File: src/rtl/tlb_op_ctrl_pkg.sv
// Shared request and operand types for the CP0-side TLB maintenance interface.
package tlb_op_ctrl_pkg;

    typedef enum logic [2:0] {
        NO_REQ = 3'd0,
        TLBR   = 3'd1,
        TLBWI  = 3'd2,
        TLBWR  = 3'd3,
        TLBP   = 3'd4
    } tlb_req_t;

    typedef struct packed {
        logic [31:0] index;
        logic [31:0] entryhi;
        logic [31:0] entrylo0;
        logic [31:0] entrylo1;
        logic [31:0] pagemask;
    } tlb_t;

endpackage

File: src/rtl/tlb_op_ctrl.sv
// MEM-stage initiator for TLBR/TLBWI/TLBWR/TLBP: issues the TLB request, stalls
// until completion, produces CP0 write-back and owns the Random/Wired pair.
module tlb_op_ctrl
    import tlb_op_ctrl_pkg::*;
#(
    parameter int unsigned TLBEntries = 32,
    localparam int unsigned IW = $clog2(TLBEntries)
) (
    input  logic           clk,
    input  logic           rst,
    input  logic           op_valid,
    input  tlb_req_t       op,
    input  logic           flush,
    input  logic [31:0]    cp0_index,
    input  logic [31:0]    cp0_entryhi,
    input  logic [31:0]    cp0_entrylo0,
    input  logic [31:0]    cp0_entrylo1,
    input  logic           wired_we,
    input  logic [IW-1:0]  wired_wdata,
    output tlb_req_t       tlb_req,
    output tlb_t           tlb_info,
    input  logic           tlb_ok,
    input  tlb_t           tlb_res,
    output logic           stall,
    output logic           index_we,
    output logic [31:0]    index_wdata,
    output logic           tlbr_we,
    output logic [31:0]    entryhi_wdata,
    output logic [31:0]    entrylo0_wdata,
    output logic [31:0]    entrylo1_wdata,
    output logic [31:0]    pagemask_wdata,
    output logic [IW-1:0]  cp0_random,
    output logic [IW-1:0]  cp0_wired
);

    localparam logic [IW-1:0] RAND_MAX = IW'(TLBEntries - 1);

    localparam logic [1:0] ST_IDLE = 2'd0;
    localparam logic [1:0] ST_REQ  = 2'd1;
    localparam logic [1:0] ST_WB   = 2'd2;

    logic [1:0]    state_q, state_d;
    tlb_req_t      req_q, req_d;
    tlb_t          info_q, info_d;
    logic          flushed_q, flushed_d;
    logic          index_we_q, index_we_d;
    logic          tlbr_we_q, tlbr_we_d;
    logic [31:0]   index_wdata_q, index_wdata_d;
    logic [31:0]   entryhi_wdata_q, entryhi_wdata_d;
    logic [31:0]   entrylo0_wdata_q, entrylo0_wdata_d;
    logic [31:0]   entrylo1_wdata_q, entrylo1_wdata_d;
    logic [IW-1:0] random_q, random_d;
    logic [IW-1:0] wired_q, wired_d;
    logic          accept_c;
    logic          wb_suppress_c;

    assign accept_c      = (state_q == ST_IDLE) && op_valid && (op != NO_REQ) && !flush;
    assign wb_suppress_c = flushed_q || flush;

    // State and registered outputs
    always_ff @(posedge clk or posedge rst) begin
        if (rst) begin
            state_q          <= ST_IDLE;
            req_q            <= NO_REQ;
            info_q           <= '0;
            flushed_q        <= 1'b0;
            index_we_q       <= 1'b0;
            tlbr_we_q        <= 1'b0;
            index_wdata_q    <= '0;
            entryhi_wdata_q  <= '0;
            entrylo0_wdata_q <= '0;
            entrylo1_wdata_q <= '0;
            random_q         <= RAND_MAX;
            wired_q          <= '0;
        end else begin
            state_q          <= state_d;
            req_q            <= req_d;
            info_q           <= info_d;
            flushed_q        <= flushed_d;
            index_we_q       <= index_we_d;
            tlbr_we_q        <= tlbr_we_d;
            index_wdata_q    <= index_wdata_d;
            entryhi_wdata_q  <= entryhi_wdata_d;
            entrylo0_wdata_q <= entrylo0_wdata_d;
            entrylo1_wdata_q <= entrylo1_wdata_d;
            random_q         <= random_d;
            wired_q          <= wired_d;
        end
    end

    // Next-state, request and write-back logic
    always_comb begin
        state_d          = state_q;
        req_d            = req_q;
        info_d           = info_q;
        flushed_d        = flushed_q;
        index_we_d       = 1'b0;
        tlbr_we_d        = 1'b0;
        index_wdata_d    = index_wdata_q;
        entryhi_wdata_d  = entryhi_wdata_q;
        entrylo0_wdata_d = entrylo0_wdata_q;
        entrylo1_wdata_d = entrylo1_wdata_q;

        case (state_q)
            ST_IDLE: begin
                if (accept_c) begin
                    req_d           = op;
                    // TLBWR targets the Random value current in the accept cycle
                    info_d.index    = (op == TLBWR) ? 32'(random_q) : 32'(cp0_index[IW-1:0]);
                    info_d.entryhi  = cp0_entryhi;
                    info_d.entrylo0 = cp0_entrylo0;
                    info_d.entrylo1 = cp0_entrylo1;
                    info_d.pagemask = '0;
                    state_d         = ST_REQ;
                end
            end
            ST_REQ: begin
                if (flush) begin
                    flushed_d = 1'b1;
                end
                if (tlb_ok) begin
                    req_d   = NO_REQ;
                    state_d = ST_WB;
                    if (req_q == TLBP) begin
                        index_we_d    = !wb_suppress_c;
                        index_wdata_d = {tlb_res.index[31], {(31 - IW){1'b0}}, tlb_res.index[IW-1:0]};
                    end
                    if (req_q == TLBR) begin
                        tlbr_we_d        = !wb_suppress_c;
                        entryhi_wdata_d  = {tlb_res.entryhi[31:13], 5'b0, tlb_res.entryhi[7:0]};
                        entrylo0_wdata_d = tlb_res.entrylo0;
                        entrylo1_wdata_d = tlb_res.entrylo1;
                    end
                end
            end
            ST_WB: begin
                flushed_d = 1'b0;
                state_d   = ST_IDLE;
            end
            default: begin
                state_d = ST_IDLE;
                req_d   = NO_REQ;
            end
        endcase
    end

    // Random counts down from the top entry to Wired, then wraps
    always_comb begin
        wired_d  = wired_q;
        random_d = random_q;
        if (wired_we) begin
            wired_d  = wired_wdata;
            random_d = RAND_MAX;
        end else if (random_q <= wired_q) begin
            random_d = RAND_MAX;
        end else begin
            random_d = random_q - IW'(1);
        end
    end

    assign tlb_req        = req_q;
    assign tlb_info       = info_q;
    assign stall          = (state_q == ST_REQ) || accept_c;
    assign index_we       = index_we_q;
    assign index_wdata    = index_wdata_q;
    assign tlbr_we        = tlbr_we_q;
    assign entryhi_wdata  = entryhi_wdata_q;
    assign entrylo0_wdata = entrylo0_wdata_q;
    assign entrylo1_wdata = entrylo1_wdata_q;
    assign pagemask_wdata = '0;
    assign cp0_random     = random_q;
    assign cp0_wired      = wired_q;

    logic unused_bits;
    assign unused_bits = ^{cp0_index[31:IW], tlb_res.index[30:IW], tlb_res.entryhi[12:8],
                           tlb_res.pagemask};

endmodule
File: config.mk
export PLATFORM = sky130hd
export DESIGN_NAME = tlb_op_ctrl
export DESIGN_NICKNAME = d
export VERILOG_FILES = /design/src/rtl/tlb_op_ctrl_pkg.sv /design/src/rtl/tlb_op_ctrl.sv
export SDC_FILE = /design/constraint.sdc
export NUM_CORES = 1
export LEC_CHECK = 0
export CAP_MARGIN = 30
export CORE_AREA = 2 2 248 250
export DETAILED_ROUTE_END_ITERATION = 6
export DIE_AREA = 0 0 250 252
export SLEW_MARGIN = 30
export SYNTH_ARGS = -nofsm -noshare
export SYNTH_HDL_FRONTEND = slang
export SYNTH_SLANG_ARGS = --single-unit
File: constraint.sdc
create_clock -name clk -period 7.1 [get_ports clk]
set_clock_uncertainty 0.2 [all_clocks]
set_input_delay 1.42 -clock clk [delete_from_list [all_inputs] [get_ports clk]]
set_output_delay 1.42 -clock clk [all_outputs]
set_load 0.1 [all_outputs]
=== Word level (Yosys, flattened, before mapping) ===
Index checks and enable logic that the tools add are counted.

* Output and inout bits: 336
* Bits of input ports: 302
* Register bits after elaboration: 243
* Logic and storage cells: 59

* Add/subtract/negate cells: 1
* Magnitude comparators: 1
* Mux-type cells: 17
* Eq/ne operators: 8
* Reduce and logical (&&, ||, !) cells: 16
* Bitwise operators: 1

{| class="wikitable"
|+ Operator list
! kind !! number
|-
| 2-to-1 mux 5 bit || 3
|-
| one-hot mux 3 bit (3 select lines) || 1
|-
| AND reduction 3 bit || 3
|-
| 2-to-1 mux 1 bit || 7
|-
| 2-to-1 mux 3 bit || 2
|-
| inequality test 2 bit (second input constant) || 3
|-
| AND reduction 2 bit || 3
|-
| <= comparator 5 bit || 1
|-
| subtractor 5 x 1 -> 5 bit (second input constant) || 1
|-
| 2-to-1 mux 2 bit || 2
|-
| one-hot mux 2 bit (2 select lines) || 1
|-
| == test 3 x 1 -> 1 bit (second input constant) || 1
|-
| == test 3 x 2 -> 1 bit (second input constant) || 1
|-
| == test 3 bit (second input constant) || 1
|-
| logical AND 1 bit || 3
|-
| nonzero test 3 bit || 1
|-
| == test 2 x 1 -> 1 bit (second input constant) || 1
|-
| == test 2 bit (second input constant) || 1
|-
| logical NOT 1 bit || 2
|-
| logical NOT 2 bit || 1
|-
| logical OR 1 bit || 2
|-
| one-hot mux 1 bit (2 select lines) || 1
|-
| nonzero test 2 bit || 1
|-
| inverter 1 bit || 1
|}

=== Depth between registers and ports, before layout ===
Gate-level depths: netlist of the first run.

* Depth after elaboration: 6
* Depth in mapped cells: 5
* Depth with buffers taken out: 5

=== Worst setup path before layout of the first run ===
OpenSTA, ideal clock, no wires.

* Path kind: input -> output
* From: input flush
* To: output stall
* Path buffers: 0
* Arrival: 2.598 ns
* Required time: 5.480 ns
* Setup slack: 2.882 ns
* Cell stages on the path: 3
* Path through: nor4b_4 o31ai_1 nand2_1

* Word-level cells in the longest chain between the ends: 3

{| class="wikitable"
|+ RTL lines
! what !! line !! RTL
|-
| start: declaration || tlb_op_ctrl.sv:13 || <nowiki>input logic flush,</nowiki>
|-
| logical NOT 1 bit || tlb_op_ctrl.sv:57 || <nowiki>assign accept_c = (state_q == ST_IDLE) && op_valid && (op != NO_REQ) && !flush;</nowiki>
|-
| logical AND 1 bit || tlb_op_ctrl.sv:57 ||
|-
| logical OR 1 bit || tlb_op_ctrl.sv:163 || <nowiki>assign stall = (state_q == ST_REQ) || accept_c;</nowiki>
|-
| end: declaration || tlb_op_ctrl.sv:24 || <nowiki>output logic stall,</nowiki>
|}

Every way passes these cells.

=== Final worst setup path of the first run ===
Same ends and word-level chain as after synthesis.

==> results of run 1 <==
[worst max-delay path: cells and delay by family]
| kind | cells | cell delay (ps) |
|---|---|---|
| compound gates | 1 | 230 |
| buf+inv | 2 | 1680 |
| simple gates | 2 | 520 |
[per-layer routing]
metal / vias to the layer above / GRT usage
met1: 3026 / 0.08885
li1: 2780 / -
met2: 285 / 0.1382
met4: 2 / 0.02378
met3: 40 / 0.03239
met5: - / 0
[placed cells by master, fill, tap and decap left out, drive strengths merged, types with 5 or more instances in the layout]
master	instances
conb	122
o211ai	5
ha	6
clkinv	7
dfstp	5
clkdlybuf4s50	414
buf	16
clkbuf	39
dfrtp	211
o21ai	7
mux2	204
nand2	7
inv	8
[registers in the layout, summed over array words and instances, names as in the netlist]
name,flops
tlbr_we,1
entryhi_wdata,27
tlb_info,101
state_q,2
cp0_random,5
entrylo1_wdata,32
entrylo0_wdata,32
index_we,1
cp0_wired,5
index_wdata,6
tlb_req,3
flushed_q,1
[final cells by class]
class / instances / share of cell area
Clock buffer: 39 / 0.05184
Sequential cell: 216 / 0.3593
Tap cell: 782 / 0.06497
Clock inverter: 11 / 0.006397
Inverter: 8 / 0.002243
Multi-Input combinational cell: 377 / 0.2311
Timing Repair Buffer: 430 / 0.2841
[cells in the mapped netlist (all sizes together)]
library cell and instances:
o21a 1, nand3 1, o21ai 7, nor4b 1, xnor2 3, conb 1, nor3b 1, nor2 1
inv 8, nand2b 1, dfstp 5, a31oi 1, nand2 7, ha 6, buf 143, nor3 3
nand3b 3, mux2 204, o31a 1, a21oi 2, a32o 3, o211ai 5, nor2b 1, clkbuf 1
and3 1, o31ai 1, and4bb 1, dfrtp 211
[through the flow]
step / hold WS [ps] / instances / setup slack (ps)
global placement: 274.3 / 1813 / 1671
floorplan: 252.3 / 745 / 2672
finish: 293.7 / 1863 / 1624
detailed placement: 280.6 / 1813 / 1634
CTS: 287.0 / 1863 / 1624
global route: 301.0 / 1863 / 1533
[cell families after synthesis]
group	Yosys count
AOI/OAI and AO/OA	21
buffers and inverters	152
adders and majority gates	6
other	1
DFF	216
xor gates and xnor gates	3
muxes	204
and+or+nand+nor	21
[path summary, 6_finish.rpt]
| kind | from | endpoint | slack, ps |
|---|---|---|---|
| max in group asynchronous | rst | tlb_info[104] | 4230 |
| setup reg to reg | state_q[1] | tlb_info[37] | 4270 |
| hold reg to reg | entryhi_wdata[1] | entryhi_wdata[1] | 290 |
| setup / recovery | flush | stall | 1620 |
| min in group asynchronous | rst | entrylo1_wdata[26] | 1170 |
| hold / removal | entryhi_wdata[1] | entryhi_wdata[1] | 290 |
==> results.sh, run 1 <==
export IMPL_status="finished, final reports clean"
export IMPL_grt_overflow=0
export IMPL_clkTransAtPathRegs_ps=60
export IMPL_yosysSeqAreaShare=0.5580
export IMPL_wl_per_cell_um=14.29
export IMPL_required_ps=5480
export IMPL_die_area_mm2=0.06300
export IMPL_synthMuxAreaShare=0.2717
export IMPL_grt_pass1_wl_um=39380
export IMPL_place_gp_congestion=0.7435
export IMPL_synth_area_top_cells="dfrtp_1 (54%), mux2_4 (14%), mux2_2 (12%), buf_4 (9.6%), buf_12 (2.1%)"
export IMPL_slew_headroom=0.2981
export IMPL_top_layer="met5"
export IMPL_htreeDepth=1
export IMPL_syn_area_mm2=0.009698
export IMPL_drc_errors=0
export IMPL_die_width_um=250
export IMPL_final_seq_area_mm2=0.005411
export IMPL_hold_viol_final=0
export IMPL_cts_hold_buf=0
export IMPL_wirelength_um=26620
export IMPL_rows=90
export IMPL_drt_iter0_markers=130
export IMPL_ys_types=33
export IMPL_fin_util=0.2505
export IMPL_nFillCells=6249
export IMPL_slew_viol_final=0
export IMPL_fin_nets=1368
export IMPL_core_area_mm2=0.06013
export IMPL_ys_warn_count=0
export IMPL_cp_arrival_ps=3860
export IMPL_period_minus_slack_ps=5476
export IMPL_insertion_delay_ps=560
export IMPL_rsz0062_at_grt="no"
export IMPL_post_route_cell_area_mm2=0.01506
export IMPL_grt_pass1_vias=6576
export IMPL_worstPathMaxFanout=5
export IMPL_track_usage=0.07947
export IMPL_finalSetupViolCount=0
export IMPL_wl_met2_um=13240
export IMPL_cts_sinks=216
export IMPL_clockBufferDepth=3
export IMPL_dpl_hpwl_um=19540
export IMPL_max_freq_ghz=0.1826
export IMPL_diodes=0
export IMPL_hold_depth=1
export IMPL_area_delta_synth_final_pct=55.30
export IMPL_max_cap_viol_count=0
export IMPL_antenna_found_initial=1
export IMPL_crit_type="in -> out"
export IMPL_min_path_type="reg -> reg"
export IMPL_via_count=6133
export IMPL_synth_top_area_cell="dfrtp_1"
export IMPL_ant_nets=0
export IMPL_slowest_stage="clkdlybuf4s50_1"
export IMPL_wl_met1_um=10130
export IMPL_viasPerCell=3.292
export IMPL_clock_root_buffer="clkbuf_16"
export IMPL_postCtsSetupRepairBufs=0
export IMPL_synth_compound_area_frac=0.01561
export IMPL_die_y_um=252
export IMPL_path_cells="clkdlybuf4s50_1, nor4b_4, o31ai_1, nand2_1, clkdlybuf4s50_1"
export IMPL_start_kind="primary input"
export IMPL_synthCells=624
export IMPL_layout_drive_gt1_share=0.2424
export IMPL_route_met3_wl_um=2466
export IMPL_worst_pin_slew_ps=1050
export IMPL_cts_tree="yes"
export IMPL_multiInputGateArea_mm2=0.003481
export IMPL_crit_top_cell="clkdlybuf4s50_1"
export IMPL_grt_max_degree=106
export IMPL_synth_avg_cell_area_um2=15.54
export IMPL_worst_setup_path_end_kind="output pin"
export IMPL_period_share=0.7712
export IMPL_drt_pre_antenna_iters=6
export IMPL_post_cts_resized=0
export IMPL_place_port_buffers=425
export IMPL_synth_seq_cells=216
export IMPL_synthXorXnorAreaFrac=0.002709
export IMPL_tns_ps=0
export IMPL_critPathMaxStageDelay_ps=1150
export IMPL_synth_top_family_by_area="multiplexers"
export IMPL_reg2reg_depth=4
export IMPL_yosys_area_share_simple=0.01393
export IMPL_placed_area_mm2=0.01419
export IMPL_synth_top_cell_area_share=0.5444
export IMPL_io_pins=638
export IMPL_initial_utilization=0.1613
export IMPL_cts_buffers=27
export IMPL_synth_fa_ha_area_frac=0.007741
Power of run 1 is left out: the tool's default activity adds up to more than one toggle a clock period on the data nets, which glitch-free logic cannot reach.
==> inputs of run 2 (changes only) <==
==> constraint.sdc (replaced) <==
create_clock -name clk -period 5.5 [get_ports clk]
set_clock_uncertainty 0.2 [all_clocks]
set_input_delay 1.1 -clock clk [delete_from_list [all_inputs] [get_ports clk]]
set_output_delay 1.1 -clock clk [all_outputs]
set_load 0.1 [all_outputs]
==> run 2 against run 1 <==
Effect of this change: non-clock buffer count rose by 8; count of clock-buffer cells in the layout fell by 3; global-route usage rose by 0.053 points; critical path type unchanged.
==> results.sh, run 2 (synthesized netlist as in run 1, its figures left out) <==
export IMPL_status="finished, final reports clean"
export IMPL_area_delta_synth_final_pct=56.29
export IMPL_tns_ps=0
export IMPL_grt_max_degree=174
export IMPL_wirelength_um=26650
export IMPL_final_cells=1869
export IMPL_grt_pass1_vias=6547
export IMPL_cts_buffers=27
export IMPL_dpl_hpwl_um=19780
export IMPL_rsz0062_at_grt="no"
export IMPL_via_count=6139
export IMPL_drt_iter0_markers=134
export IMPL_cts_hold_buf=0
export IMPL_die_area_mm2=0.06300
export IMPL_track_usage=0.07999
export IMPL_reg2reg_from="state_q[0]"
export IMPL_die_y_um=252
export IMPL_fin_nets=1376
export IMPL_drc_errors=0
export IMPL_initial_utilization=0.1613
export IMPL_clkTransAtPathRegs_ps=60
export IMPL_postCtsSetupRepairBufs=0
export IMPL_insertion_delay_ps=540
export IMPL_layout_drive_gt1_share=0.2521
export IMPL_period_share=0.7242
export IMPL_min_path_type="reg -> reg"
export IMPL_die_width_um=250
export IMPL_viasPerCell=3.285
export IMPL_core_area_mm2=0.06013
export IMPL_diodes=0
export IMPL_post_cts_resized=0
export IMPL_final_cell_mix="clkdlybuf4s50_1 (412), dfrtp_1 (211), conb_1 (122)"
export IMPL_clock_root_buffer="clkbuf_16"
export IMPL_largest_reg_flops=101
export IMPL_place_port_buffers=425
export IMPL_grt_pass1_wl_um=39420
export IMPL_cts_tree="yes"
export IMPL_worst_setup_path_end_kind="output pin"
export IMPL_clockBufferDepth=3
export IMPL_antenna_found_initial=2
export IMPL_start_kind="primary input"
export IMPL_slew_viol_final=0
export IMPL_wl_per_cell_um=14.26
export IMPL_max_cap_viol_count=0
export IMPL_timing_hold_ws_ps=293.6
export IMPL_crit_type="in -> out"
export IMPL_cts_sinks=216
export IMPL_crit_start="flush"
export IMPL_grt_overflow=0
export IMPL_io_pins=638
export IMPL_max_freq_ghz=0.2511
export IMPL_rows=90
export IMPL_worst_pin_slew_ps=1034
export IMPL_place_gp_congestion=0.7307
export IMPL_drt_pre_antenna_iters=4
export IMPL_slew_headroom=0.3087
export IMPL_required_ps=4200
export IMPL_hold_viol_final=0
export IMPL_final_common_cell="clkdlybuf4s50_1"
export IMPL_finalSetupViolCount=0
export IMPL_ant_nets=0
export IMPL_dp_cells=1820
export IMPL_worstPathMaxFanout=5
export IMPL_htreeDepth=1
export IMPL_cp_arrival_ps=2680
export IMPL_period_minus_slack_ps=3983
export IMPL_min_delay_start="entryhi_wdata[1]"
[run 2: cell count changes in the layout (fill, tap and decap cells not counted), sizes merged]
cell           change
inv                -1
clkinv             +2
clkbuf             -3
clkdlybuf4s50      -2
buf               +10
[run 2: cell type report]
| cell class | instances | area [um2] |
|---|---|---|
| clock buffer | 36 | 779.5 |
| clock inverter | 12 | 93.84 |
| fill | 6259 | 44980 |
| inverter | 8 | 33.78 |
| multi-input combinational | 377 | 3481 |
| sequential | 216 | 5411 |
| tap | 782 | 978.4 |
| timing repair buffer | 438 | 4379 |
[run 2: routing by layer]
| metal | up-vias | part of all wire | GRT usage |
|---|---|---|---|
| li1 | 2797 | - | - |
| met1 | 3025 | 0.38 | 0.08961 |
| met2 | 281 | 0.50 | 0.1374 |
| met3 | 34 | 0.095 | 0.03405 |
| met4 | 2 | 0.030 | 0.02498 |
| met5 | - | 0.00026 | 0 |
[run 2: worst max-delay path, cell delays in order]
cell and delay, ps:
clkdlybuf4s50_1 530, nor4b_4 400, o31ai_1 230, nand2_1 120, buf_4 300
[run 2: path summary, 6_finish.rpt]
kind                                      to  slack (ps)  cells after the start
max                                    stall        1520                      5
min                         entryhi_wdata[1]         290                      1
max reg2reg                     tlb_info[53]        2940                      4
min reg2reg                 entryhi_wdata[1]         290                      1
max in group asynchronous      tlb_info[104]        3380                      4
min in group asynchronous  entrylo0_wdata[1]         810                      3
[run 2: metrics by stage]
stage	worst slack, ps	cell area (um2)	utilization
after floorplan	1392	10160	-
after global placement	1549	14260	0.2372
after detailed placement	1508	14260	0.2372
after CTS	1500	15130	0.2517
after global routing	1429	15160	0.2521
final	1517	15160	0.2521
Power of run 2 is left out for the same reason.
